[src/rtl/cpu_pkg.sv]
// Shared encodings for the multi-cycle CPU controller: opcodes, functs, ALU/PC codes,
// sequencer states and instruction classes.
package cpu_pkg;

    localparam logic [5:0] OpRtype = 6'b000000;
    localparam logic [5:0] OpAddi  = 6'b001000;
    localparam logic [5:0] OpLw    = 6'b100011;
    localparam logic [5:0] OpSw    = 6'b101011;
    localparam logic [5:0] OpBeq   = 6'b000100;
    localparam logic [5:0] OpJ     = 6'b000010;

    localparam logic [5:0] FnAdd = 6'b100000;
    localparam logic [5:0] FnSub = 6'b100010;
    localparam logic [5:0] FnAnd = 6'b100100;
    localparam logic [5:0] FnOr  = 6'b100101;
    localparam logic [5:0] FnMul = 6'b011000;
    localparam logic [5:0] FnDiv = 6'b011010;

    localparam logic [3:0] AluAdd = 4'b0000;
    localparam logic [3:0] AluSub = 4'b0001;
    localparam logic [3:0] AluMul = 4'b0010;
    localparam logic [3:0] AluDiv = 4'b0011;
    localparam logic [3:0] AluAnd = 4'b0100;
    localparam logic [3:0] AluOr  = 4'b0101;

    localparam logic [1:0] PcInc    = 2'b00;
    localparam logic [1:0] PcBranch = 2'b01;
    localparam logic [1:0] PcJump   = 2'b10;
    localparam logic [1:0] PcHold   = 2'b11;

    typedef enum logic [2:0] {
        StIdle, StFetch, StDecode, StExecute, StMdWait, StMem, StWriteback
    } state_e;

    typedef enum logic [2:0] {
        ClsRtype, ClsMulDiv, ClsAddi, ClsLw, ClsSw, ClsBeq, ClsJ, ClsIllegal
    } instr_cls_e;

    // Unknown functs fall back to ADD; also used by the single-cycle control unit.
    function automatic logic [3:0] alu_from_funct(input logic [5:0] funct);
        case (funct)
            FnAdd:   return AluAdd;
            FnSub:   return AluSub;
            FnMul:   return AluMul;
            FnDiv:   return AluDiv;
            FnAnd:   return AluAnd;
            FnOr:    return AluOr;
            default: return AluAdd;
        endcase
    endfunction

endpackage

[src/rtl/instr_decode.sv]
// Combinational opcode/funct decode into an instruction class and ALU operation.
module instr_decode
    import cpu_pkg::*;
(
    input  logic [5:0] opcode_i,
    input  logic [5:0] funct_i,
    output instr_cls_e cls_o,
    output logic [3:0] alu_sel_o
);

    always_comb begin
        cls_o     = ClsIllegal;
        alu_sel_o = AluAdd;
        case (opcode_i)
            OpRtype: begin
                alu_sel_o = alu_from_funct(funct_i);
                cls_o     = (funct_i == FnMul || funct_i == FnDiv) ? ClsMulDiv : ClsRtype;
            end
            OpAddi: cls_o = ClsAddi;
            OpLw:   cls_o = ClsLw;
            OpSw:   cls_o = ClsSw;
            OpBeq: begin
                cls_o     = ClsBeq;
                alu_sel_o = AluSub;
            end
            OpJ:     cls_o = ClsJ;
            default: cls_o = ClsIllegal;
        endcase
    end

endmodule

[src/rtl/cpu_sequencer.sv]
// Multi-cycle main controller: FETCH/DECODE/EXECUTE/MD_WAIT/MEM/WRITEBACK sequencing with
// combinational strobe decode from state and the current instruction.
module cpu_sequencer
    import cpu_pkg::*;
#(
    parameter int unsigned MULDIV_CYCLES = 4
) (
    input  logic       clk,
    input  logic       rst_n,
    input  logic       en,
    input  logic [5:0] opcode,
    input  logic [5:0] funct,
    input  logic       zero,
    input  logic       mem_ready,
    output logic       IRWrite,
    output logic       PCWrite,
    output logic       RegWrite,
    output logic       ALUSrc,
    output logic       MemRead,
    output logic       MemWrite,
    output logic       MemToReg,
    output logic [3:0] ALU_Selection,
    output logic [1:0] PC_Select,
    output logic       busy,
    output logic       instr_done,
    output logic       illegal
);

    state_e     state_q, state_d;
    logic [3:0] cnt_q, cnt_d;
    instr_cls_e cls;
    logic [3:0] alu_sel;

    instr_decode u_decode (
        .opcode_i (opcode),
        .funct_i  (funct),
        .cls_o    (cls),
        .alu_sel_o(alu_sel)
    );

    always_comb begin
        state_d       = state_q;
        cnt_d         = cnt_q;
        IRWrite       = 1'b0;
        PCWrite       = 1'b0;
        RegWrite      = 1'b0;
        ALUSrc        = 1'b0;
        MemRead       = 1'b0;
        MemWrite      = 1'b0;
        MemToReg      = 1'b0;
        ALU_Selection = AluAdd;
        PC_Select     = PcHold;
        instr_done    = 1'b0;
        illegal       = 1'b0;
        case (state_q)
            StIdle: if (en) state_d = StFetch;
            StFetch: begin
                IRWrite = 1'b1;
                state_d = StDecode;
            end
            StDecode: begin
                if (cls == ClsIllegal) begin
                    illegal    = 1'b1;
                    PCWrite    = 1'b1;
                    PC_Select  = PcInc;
                    instr_done = 1'b1;
                end else begin
                    state_d = StExecute;
                end
            end
            StExecute: begin
                case (cls)
                    ClsRtype: begin
                        ALU_Selection = alu_sel;
                        state_d       = StWriteback;
                    end
                    ClsMulDiv: begin
                        ALU_Selection = alu_sel;
                        cnt_d         = 4'(MULDIV_CYCLES - 1);
                        state_d       = StMdWait;
                    end
                    ClsAddi: begin
                        ALUSrc  = 1'b1;
                        state_d = StWriteback;
                    end
                    ClsLw, ClsSw: begin
                        ALUSrc  = 1'b1;
                        state_d = StMem;
                    end
                    ClsBeq: begin
                        ALU_Selection = AluSub;
                        PCWrite       = 1'b1;
                        PC_Select     = zero ? PcBranch : PcInc;
                        instr_done    = 1'b1;
                    end
                    ClsJ: begin
                        PCWrite    = 1'b1;
                        PC_Select  = PcJump;
                        instr_done = 1'b1;
                    end
                    default: state_d = StIdle;
                endcase
            end
            StMdWait: begin
                ALU_Selection = alu_sel;
                if (cnt_q == 4'd0) state_d = StWriteback;
                else               cnt_d   = cnt_q - 4'd1;
            end
            StMem: begin
                MemRead  = (cls == ClsLw);
                MemWrite = (cls != ClsLw);
                if (mem_ready) begin
                    if (cls == ClsLw) begin
                        state_d = StWriteback;
                    end else begin
                        PCWrite    = 1'b1;
                        PC_Select  = PcInc;
                        instr_done = 1'b1;
                    end
                end
            end
            StWriteback: begin
                // Keep the instruction's ALU op and operand source stable through the write.
                ALU_Selection = alu_sel;
                ALUSrc        = (cls == ClsAddi || cls == ClsLw);
                MemToReg      = (cls == ClsLw);
                RegWrite      = 1'b1;
                PCWrite       = 1'b1;
                PC_Select     = PcInc;
                instr_done    = 1'b1;
            end
            default: state_d = StIdle;
        endcase
        // en is only consulted at completion, so a mid-instruction drop never aborts.
        if (instr_done) state_d = en ? StFetch : StIdle;
    end

    assign busy = (state_q != StIdle);

    always_ff @(posedge clk or negedge rst_n) begin
        if (!rst_n) begin
            state_q <= StIdle;
            cnt_q   <= 4'd0;
        end else begin
            state_q <= state_d;
            cnt_q   <= cnt_d;
        end
    end

endmodule

[config.mk]
export PLATFORM = sky130hd
export DESIGN_NAME = cpu_sequencer
export DESIGN_NICKNAME = d
export VERILOG_FILES = /design/src/rtl/cpu_pkg.sv /design/src/rtl/instr_decode.sv /design/src/rtl/cpu_sequencer.sv
export SDC_FILE = /design/constraint.sdc
export NUM_CORES = 1
export LEC_CHECK = 0
export CAP_MARGIN = 20
export CORE_MARGIN = 1.5
export CORE_UTILIZATION = 40
export DETAILED_ROUTE_END_ITERATION = 10
export HOLD_SLACK_MARGIN = 0.1
export PLACE_DENSITY = 0.82
export RECOVER_POWER = 50
export SLEW_MARGIN = 40
export SYNTH_ARGS = -nofsm -noshare
export SYNTH_HDL_FRONTEND = slang
export SYNTH_SLANG_ARGS = --single-unit
[constraint.sdc]
create_clock -name clk -period 2.05 [get_ports clk]
set_input_delay 0.41 -clock clk [delete_from_list [all_inputs] [get_ports clk]]
set_output_delay 0.41 -clock clk [all_outputs]
set_load 0.005 [all_outputs]
After elaboration in Yosys (flattened, before gate mapping):

Index checks and enable logic that the tools add are counted.

* add/subtract/negate cells: 1
* equal/unequal tests: 33
* reductions and logical operators: 16
* multiplexer cells: 37

Operator list (count)
* 4-bit case mux with 2 select lines: 4
* 6-bit == test, second input constant: 5
* 3-bit == test, second input constant: 7
* 3-bit case mux with 7 select lines: 1
* 3-bit two-way mux: 6
* 3-bit inequality test, second input constant: 6
* 3-bit case mux with 6 select lines: 1
* 3-bit case mux with 5 select lines: 1
* 1-bit two-way mux: 14
* 3-bit by 2-bit == test with 1-bit output, second input constant: 4
* 6-bit by 5-bit == test with 1-bit output, second input constant: 2
* 3-bit case mux with 4 select lines: 1
* 2-bit OR reduction: 5
* 4-bit two-way mux: 2
* 2-bit case mux with 4 select lines: 1
* 7-bit AND reduction: 1
* 3-bit by 1-bit == test with 1-bit output, second input constant: 2
* 6-bit by 2-bit == test with 1-bit output, second input constant: 1
* 6-bit by 3-bit == test with 1-bit output, second input constant: 1
* 6-bit by 4-bit == test with 1-bit output, second input constant: 1
* 3-bit zero test: 2
* 6-bit zero test: 1
* 2-bit two-way mux: 3
* 2-bit inequality test, second input constant: 3
* 11 further kinds: 12

* bits of input ports: 17
* register bits: 7

Logic depth before layout (Yosys ltp):

Gate-level depths: netlist of the first run.

* word-level depth: 10
* gate-level depth with buffers: 6
* depth with buffers taken out: 6

Cells and area by module:

From an unflattened synthesis of the first run, not the netlist that was laid out.

* cell total of the unflattened synthesis: 125
* area total of the unflattened synthesis: 967.2 um^2

Modules (own cells, without submodules)
* cpu_sequencer: area an instance 789.5 um^2, instances 1, sequential area each 175.2 um^2, cells an instance 98
* instr_decode: area an instance 177.7 um^2, instances 1, sequential area each 0.0 um^2, cells an instance 27

Worst setup path before layout of the first run:

OpenSTA, ideal clock, no wires.

* kind: input port to output port
* start: input opcode[1]
* end: output ALU_Selection[2]
* required time: 1.640 ns
* setup slack: 0.181 ns
* data arrival time: 1.459 ns
* path buffers: 1
* stages: 5
* path through: buf_6 nor3_1 and2_1 o21ai_0 nor4bb_1

* cells in the longest elaborated chain, start to end: 6

Ends and longest elaborated chain
* start: declaration: line cpu_sequencer.sv:11 `input logic [5:0] opcode,`
* 6-bit by 2-bit == test with 1-bit output, or another cell as far along: line instr_decode.sv:14 `case (opcode_i)`
* 3-bit case mux with 6 select lines: line instr_decode.sv:14
* 3-bit by 1-bit == test with 1-bit output or 3-bit zero test (tied branches): line cpu_sequencer.sv:72 `case (cls)`
* 2-bit OR reduction (no line)
* 4-bit case mux with 2 select lines: line cpu_sequencer.sv:72
* 4-bit case mux with 2 select lines *: line cpu_sequencer.sv:55 `case (state_q)`
* end: declaration: line cpu_sequencer.sv:22 `output logic [3:0] ALU_Selection,`

Mark *: on every way between the ends. The rest lies on a longest branch, timed or not.

Final worst setup path of the first run:

* start: input opcode[5]
* end: output instr_done

* cells in the longest elaborated chain, start to end: 6

Ends and longest elaborated chain
* 6-bit by 2-bit == test with 1-bit output, or another cell as far along: line instr_decode.sv:14
* 3-bit case mux with 6 select lines *: line instr_decode.sv:14
* 3-bit by 2-bit == test with 1-bit output or 3-bit == test (tied branches): line cpu_sequencer.sv:113, cpu_sequencer.sv:72
* 1-bit two-way mux or 2-bit OR reduction (tied branches)
* 1-bit two-way mux (on tied branches): line cpu_sequencer.sv:112, cpu_sequencer.sv:72
* 1-bit case mux with 4 select lines *: line cpu_sequencer.sv:55
* end: declaration: line cpu_sequencer.sv:25 `output logic instr_done,`

Marked as above.

==> reports/qor_table.md, run 1 <==
| Group | Item | Value |
| --- | --- | --- |
| critical path | Launch point of the worst path | opcode[5] |
| critical path | CP most frequent cell | buf_4 |
| timing | Fin crit share | 99.8% |
| timing | Max-slew violation count | 0 |
| critical path | Required time reported for the critical path endpoint | 1640 ps |
| placed design | DP Wirelength | 2.30 mm |
| clocking | Sinks on the clock net | 7 |
| drt | First drt pass iteration count | 4 |
| timing | Worst clock skew on the final layout | 8.25 ps |
| grt | Pin count of the biggest net entering global routing | 9 |
| power | Sequential fraction of design power | 16.3% |
| yosys | Proportion of synthesized flip-flops having asynchronous set or reset | 100% |
| grt | Tot GR Track Use | 25.4% |
| placed design | Post-DP Area | 1480 µm² |
| yosys | Total of flip-flops plus latches after synthesis | 7 |
| yosys | EDFF count, synth | 0 |
| cells and area | Proportion of layout cells with a drive suffix above 1 | 47.1% |
| critical path | Worst stage delay on the critical path | 250 ps |
| cells and area | Relative area change from synthesis to final layout | 70.7% |
| timing | Min Clock Period, post-route | 2050 ps |
| power | Post-layout total power | 1.34 mW |
| power | Relative contribution of the clock network to total power | 9.7% |
| grt | Total grt overflow | 0 |
| placed design | Port Buf Inserts | 31 |
| power | Leak Pwr | 0.750 nW |
| critical path | Cells traversed along the worst timing path | buf_4 > buf_4 > and3_4 > buf_4 > nand2_1 > nand2_2 > o2111ai_2 > buf_2 |
| drt | Total wire length | 3.14 mm |
| placed design | Weighted congestion reported at the end of routability-driven placement | 0.814 |
| cells and area | Leading cell types in the layout, fill and taps excluded | 34 x buf_4, 19 x nor2_1, 9 x buf_2 |
| grt | Vias in the first global route | 1,118 |
| clocking | Clock root buffer master | clkbuf_4 |
| clocking | Clock buffer count from CTS | 3 |
| clocking | Clk Latency, worst-skew pair | 260 ps |
| cells and area | Final non-filler cell total | 217 |
| timing | Setup slack after layout | 3.28 ps |
| floorplan | Die height | 51.7 µm |
| yosys | Top FF cell, synth | dfrtp_1 |
| timing | Final count of negative-setup-slack endpoints | 0 |
| cells and area | Final antenna diode count | 0 |
| cells and area | Fill cell total of the finished layout | 167 |
| floorplan | Number of primary I/O pins | 33 |
| critical path | Worst path slowest cell | o2111ai_2 |
| floorplan | Die X | 51.7 µm |
| yosys | Synth top area share | 18.5% |
| critical path | Worst setup SP type | primary input |
| timing | Highest clock rate | 489 MHz |
| yosys | Post-synthesis net count | 141 |
| drt | Detailed-route via count | 1,155 |
| yosys | Mean post-synth cell area | 7.76 µm² |
| grt | Wire length of the first global-routing pass | 5.07 mm |
| hold path | Worst hold path type | in2async |
| floorplan | Core Region | 2230 µm² |
| cells and area | Final net count | 209 |
| drt | Antenna viol nets, final | 0 |
| clocking | Worst-case clock buffer depth | 2 |
| grt | Number of antenna violations at the first check in global routing | 0 |
| drt | WL per Instance | 14.5 µm |
| timing | Final hold viol count | 0 |
| cells and area | Leading cell type in the layout, fill and taps excluded | buf_4 |
| placed design | Placed Instances | 207 |
| critical path | Endpoint type of the worst setup path | output pin |
| critical path | Classification of the worst setup path | in2out |
| status | Status | completed |
| drt | # DRC | 0 |
| floorplan | Die Footprint | 2670 µm² |
| critical path | Startpoint of the lowest-slack register-to-register path | state_q[0]$_DFFE_PN0P_ |
| timing | Total Neg Setup Slack | 0 ps |
| timing | Unrepaired setup endpoints after global routing | yes |
| critical path | Highest fanout seen on the critical path | 5 |
| power | Switch Pwr | 0.531 mW |
| drt | Violation count after the first detailed-route iteration | 13 |
| power | Sw Ratio | 39.7% |
| yosys | Netlist Area Pre-Place | 947 µm² |
| drt | Number of vias per cell | 5.32 |
| clocking | Worst-path clk slew | 60 ps |
| floorplan | Rows | 17 |
| yosys | Number of different library cells in the post-synthesis netlist | 54 |
| clocking | Number of H-tree levels | 1 |
| flow run | Maximum capacitance violations | 0 |
| yosys | Count of warnings emitted by yosys | 0 |
| clocking | # hold bufs at CTS | 0 |
| clocking | Clock tree from TritonCTS | done |
| yosys | Yosys top cell by area | dfrtp_1 |
| placed design | Setup slack after placement | -895 ps |
| yosys | Share of synthesized area occupied by flip-flops and latches | 18.5% |
| floorplan | Initial core utilization | 42.4% |
| power | Cell-internal power | 0.805 mW |
| power | Largest voltage drop on the vdd net | 0.580 mV |
| cells and area | Post-route design area | 1620 µm² |
| yosys | Number of instances in the synthesized netlist | 122 |
| yosys | Leading cell types by total area after synthesis | dfrtp_1 18%, nor2_1 8.3%, buf_6 5.9% |
| power | Power density over the cells | 826 nW/µm² |
| critical path | CP arrival | 1640 ps |
| power | Part of the power in combinational logic | 74.0% |
==> power groups by stage <==
| stage | logic (mW) | clock network (mW) | registers, mW |
|---|---|---|---|
| 6_report | 0.989 | 0.130 | 0.217 |
| 5_1_grt | 1.06 | 0.143 | 0.223 |
| 4_1_cts | 0.947 | 0.132 | 0.211 |
| 3_5_place_dp | 0.867 | 0 | 0.236 |
| 3_3_place_gp | 0.842 | 0 | 0.232 |
| 2_1_floorplan | 0.465 | 0 | 0.205 |
==> routing by layer <==
metal	share of wire [%]	global-route usage [%]	up-vias
met5	0	0	-
met4	1.8	11.8	0
met3	2.2	0.862	4
met2	55	49.1	21
met1	41	28.3	557
li1	-	-	573
==> registers in the layout (all words and copies together) (netlist names) <==
signal / cells
cnt_q: 4
state_q: 3
==> synthesized netlist by cell type, types with 2 or more instances <==
| master | n |
|---|---|
| a21oi_1 | 3 |
| a2bb2oi_1 | 2 |
| a31oi_1 | 2 |
| and2_1 | 3 |
| buf_4 | 2 |
| buf_6 | 5 |
| dfrtp_1 | 7 |
| ha_1 | 2 |
| inv_1 | 6 |
| nand2_1 | 8 |
| nand2b_1 | 3 |
| nand3_1 | 4 |
| nor2_1 | 21 |
| nor3_1 | 4 |
| nor4_1 | 2 |
| o211ai_1 | 3 |
| o21ai_0 | 3 |
| or3_1 | 3 |
| xor2_1 | 4 |
==> per-stage QoR <==
| stage | hold slack, ps | utilization [%] |
|---|---|---|
| 2_1_floorplan | 114 | - |
| 3_3_place_gp | 531 | 66.1 |
| 3_5_place_dp | 528 | 66.1 |
| 4_1_cts | 408 | 71.0 |
| 5_1_grt | 495 | 72.4 |
| 6_report | 480 | 72.4 |
==> cell type report <==
cell class | instances | area, µm² | area share, %
clock buffers | 4 | 26.3 | 1.63
inverters | 7 | 31.3 | 1.93
multi-input cells | 100 | 771 | 47.7
flip-flops and latches | 7 | 178 | 11.0
well taps | 28 | 35.0 | 2.17
repair buffers | 71 | 576 | 35.6
==> critical path, delay by kind of cell <==
family,cells,cell delay (ps)
and+or+nand+nor,3,360
AOI/OAI and AO/OA,1,250
buffers and inverters,4,610
==> final timing paths <==
| path | to | depth (start not counted) | slack, ps |
|---|---|---|---|
| setup / recovery | instr_done | 8 | 3 |
| hold / removal | cnt_q[3]$_DFFE_PN0P_ | 1 | 480 |
| setup reg to reg | state_q[0]$_DFFE_PN0P_ | 9 | 300 |
| hold reg to reg | cnt_q[3]$_DFFE_PN0P_ | 2 | 540 |
| max in group asynchronous | state_q[0]$_DFFE_PN0P_ | 1 | 1300 |
| min in group clk | cnt_q[3]$_DFFE_PN0P_ | 2 | 540 |
==> cells by family after synthesis <==
logic type / Yosys count / share of synthesized area, %
mux: 1 / 1.58
other cells: 1 / 0.396
compound gates: 27 / 22.9
flops: 7 / 18.5
buf+inv: 15 / 12.3
xor+xnor: 4 / 3.70
simple gates: 65 / 38.0
fa+ha+maj: 2 / 2.64
==> timing repair <==
item / CTS / global route
gates resized for setup: 88 / 20
setup buffers: 6 / 0
endpoints found under the setup margin: 18 / 12
pin swaps: 14 / 2
Power figures use the tool's default switching activity.
==> inputs of run 2 (changes only) <==
HOLD_SLACK_MARGIN = 0.08   (was 0.1)
==> results of run 2 <==
No change in the layout: final DEF, timing and power equal those of run 1.
==> inputs of run 3 (changes only) <==
CELL_PAD_IN_SITES_DETAIL_PLACEMENT = 0   (was default)
CELL_PAD_IN_SITES_GLOBAL_PLACEMENT = 1   (was default)
CORE_UTILIZATION = 32   (was 40)
PLACE_DENSITY = 0.9   (was 0.82)
==> run 3 against run 2 <==
The flow now finishes with violations (setup timing); setup slack worse by 13 ps; non-clock buffer count is 6 higher; via count is 3.5% higher; critical endpoint is now illegal; largest power group unchanged.
==> reports/qor_table.md, run 3 (synthesis gave the netlist of run 1 again) <==
| Group | Item | Value |
| --- | --- | --- |
| cells and area | Fill cell total of the finished layout | 224 |
| drt | Antenna viol nets, final | 0 |
| power | Power density over the cells | 801 nW/µm² |
| placed design | Placed Instances | 211 |
| floorplan | Die X | 57.4 µm |
| cells and area | Final net count | 215 |
| placed design | Post-DP Area | 1470 µm² |
| cells and area | Registers with the highest flip-flop counts | cnt_q (4), state_q (3) |
| critical path | Required time reported for the critical path endpoint | 1640 ps |
| timing | Worst hold slack | 491 ps |
| power | Relative contribution of the clock network to total power | 9.2% |
| clocking | Worst-path clk slew | 50 ps |
| grt | Number of antenna violations at the first check in global routing | 0 |
| power | Leak Pwr | 0.813 nW |
| clocking | Worst-case clock buffer depth | 2 |
| placed design | DP Wirelength | 2.23 mm |
| timing | Worst clock skew on the final layout | 5.50 ps |
| drt | Total wire length | 3.45 mm |
| timing | Fin crit share | 100% |
| floorplan | Rows | 19 |
| placed design | Port Buf Inserts | 31 |
| critical path | Worst stage delay on the critical path | 290 ps |
| timing | Unrepaired setup endpoints after global routing | yes |
| drt | First drt pass iteration count | 5 |
| critical path | Worst setup SP type | primary input |
| flow run | Maximum capacitance violations | 0 |
| clocking | Clock buffer count from CTS | 3 |
| floorplan | Number of primary I/O pins | 33 |
| critical path | Launch point of the worst path | opcode[5] |
| drt | WL per Instance | 15.2 µm |
| cells and area | Flip-flop count of the largest register after layout | 4 |
| clocking | Sinks on the clock net | 7 |
| floorplan | Die height | 57.4 µm |
| timing | Final hold viol count | 0 |
| critical path | Cells traversed along the worst timing path | buf_8 > buf_6 > and4b_4 > o31ai_4 > nand3_2 > buf_4 > inv_1 > dlygate4sd2_1 |
| drt | Number of vias per cell | 5.29 |
| critical path | Startpoint of the lowest-slack register-to-register path | state_q[2]$_DFFE_PN0P_ |
| grt | Vias in the first global route | 1,179 |
| critical path | CP arrival | 1650 ps |
| power | Switch Pwr | 0.540 mW |
| cells and area | Fraction of the core area covered by cells at the end of the flow | 61.4% |
| power | Part of the power in combinational logic | 73.8% |
| timing | Final count of negative-setup-slack endpoints | 3 |
| hold path | Worst hold path type | in2async |
| critical path | Cell depth of the worst flop-to-flop path | 7 |
| cells and area | Proportion of layout cells with a drive suffix above 1 | 47.2% |
| cells and area | Post-route design area | 1710 µm² |
| grt | Total grt overflow | 0 |
| grt | Wire length of the first global-routing pass | 5.29 mm |
| clocking | Clock root buffer master | clkbuf_4 |
| grt | Pin count of the biggest net entering global routing | 9 |
| grt | Tot GR Track Use | 20.2% |
| critical path | Worst path slowest cell | o31ai_4 |
| critical path | Classification of the worst setup path | in2out |
| timing | Highest clock rate | 485 MHz |
| cells and area | Register with the highest flop count | cnt_q |
| floorplan | Initial core utilization | 34.1% |
| timing | Max-slew violation count | 0 |
| cells and area | Final non-filler cell total | 226 |
| cells and area | Relative area change from synthesis to final layout | 80.2% |
| status | Violated checks | setup timing |
| timing | Setup slack after layout | -10.0 ps |
| cells and area | Leading cell types in the layout, fill and taps excluded | 42 x buf_4, 20 x nor2_1, 9 x dlygate4sd2_1 |
| drt | Violation count after the first detailed-route iteration | 41 |
| clocking | Clk Latency, worst-skew pair | 250 ps |
| drt | Detailed-route via count | 1,196 |
| timing | Min Clock Period, post-route | 2060 ps |
| drt | # DRC | 0 |
| status | Status | finished, violations left |
| placed design | Weighted congestion reported at the end of routability-driven placement | 0.891 |
| clocking | Clock tree from TritonCTS | done |
| clocking | Number of H-tree levels | 1 |
| power | Post-layout total power | 1.37 mW |
| critical path | Endpoint type of the worst setup path | output pin |
| power | Sw Ratio | 39.5% |
| cells and area | Final antenna diode count | 0 |
| power | Sequential fraction of design power | 17.0% |
| power | Cell-internal power | 0.827 mW |
| floorplan | Die Footprint | 3300 µm² |
| cells and area | Leading cell type in the layout, fill and taps excluded | buf_4 |
| floorplan | Core Region | 2780 µm² |
| critical path | Highest fanout seen on the critical path | 5 |
| power | Largest voltage drop on the vdd net | 0.628 mV |
==> run 3: power by group through the flow <==
| stage | clock, mW | sequential, mW | combinational [mW] |
|---|---|---|---|
| floorplan | 0 | 0.205 | 0.465 |
| global placement | 0 | 0.229 | 0.832 |
| detailed placement | 0 | 0.233 | 0.844 |
| CTS | 0.125 | 0.227 | 0.861 |
| global route | 0.141 | 0.238 | 1.09 |
| finish | 0.125 | 0.233 | 1.01 |
==> run 3: through the flow <==
step                      worst slack [ps]  TNS [ps]
after global routing                 -94.6      -427
after detailed placement              -950    -10260
after global placement                -828     -9630
after floorplan                        181         0
final                                -10.0     -20.0
after CTS                            -25.1     -25.1
==> run 3: cell type report <==
class	count	area [µm²]	share of cell area, %
Inverter	7	31.3	1.83
Multi-Input combinational cell	100	795	46.6
Sequential cell	7	176	10.3
Timing Repair Buffer	77	639	37.5
Clock buffer	4	26.3	1.54
Tap cell	31	38.8	2.27
==> run 3: worst paths after layout <==
| kind | slack [ps] | to |
|---|---|---|
| max | -10 | illegal |
| min | 490 | cnt_q[0]$_DFFE_PN0P_ |
| max reg2reg | 260 | state_q[2]$_DFFE_PN0P_ |
| min reg2reg | 550 | cnt_q[3]$_DFFE_PN0P_ |
| max in group asynchronous | 1280 | state_q[0]$_DFFE_PN0P_ |
| min in group clk | 550 | cnt_q[3]$_DFFE_PN0P_ |
==> run 3: per-layer routing <==
metal	track usage [%]	part of all wire (%)	wire (µm)	vias up
met4	5.98	1.6	55	0
met5	0	0	0	-
met1	22.5	39	1350	580
li1	-	-	-	585
met3	3.40	3.0	102	6
met2	38.6	56	1940	25
==> run 3: worst max-delay path: cells and delay by family <==
kind / cells / cell delay (ps)
compound gates: 1 / 290
buf+inv: 5 / 640
simple gates: 2 / 320
==> run 3: what timing repair did <==
| item | 4_1_cts | 5_1_grt |
|---|---|---|
| endpoints found under the hold margin | 0 | 0 |
| hold buffers | 0 | 0 |
| buffers inserted | 6 | 5 |
| setup endpoints to repair | 18 | 10 |
| resized for setup | 84 | 24 |
| pin swaps | 13 | 16 |
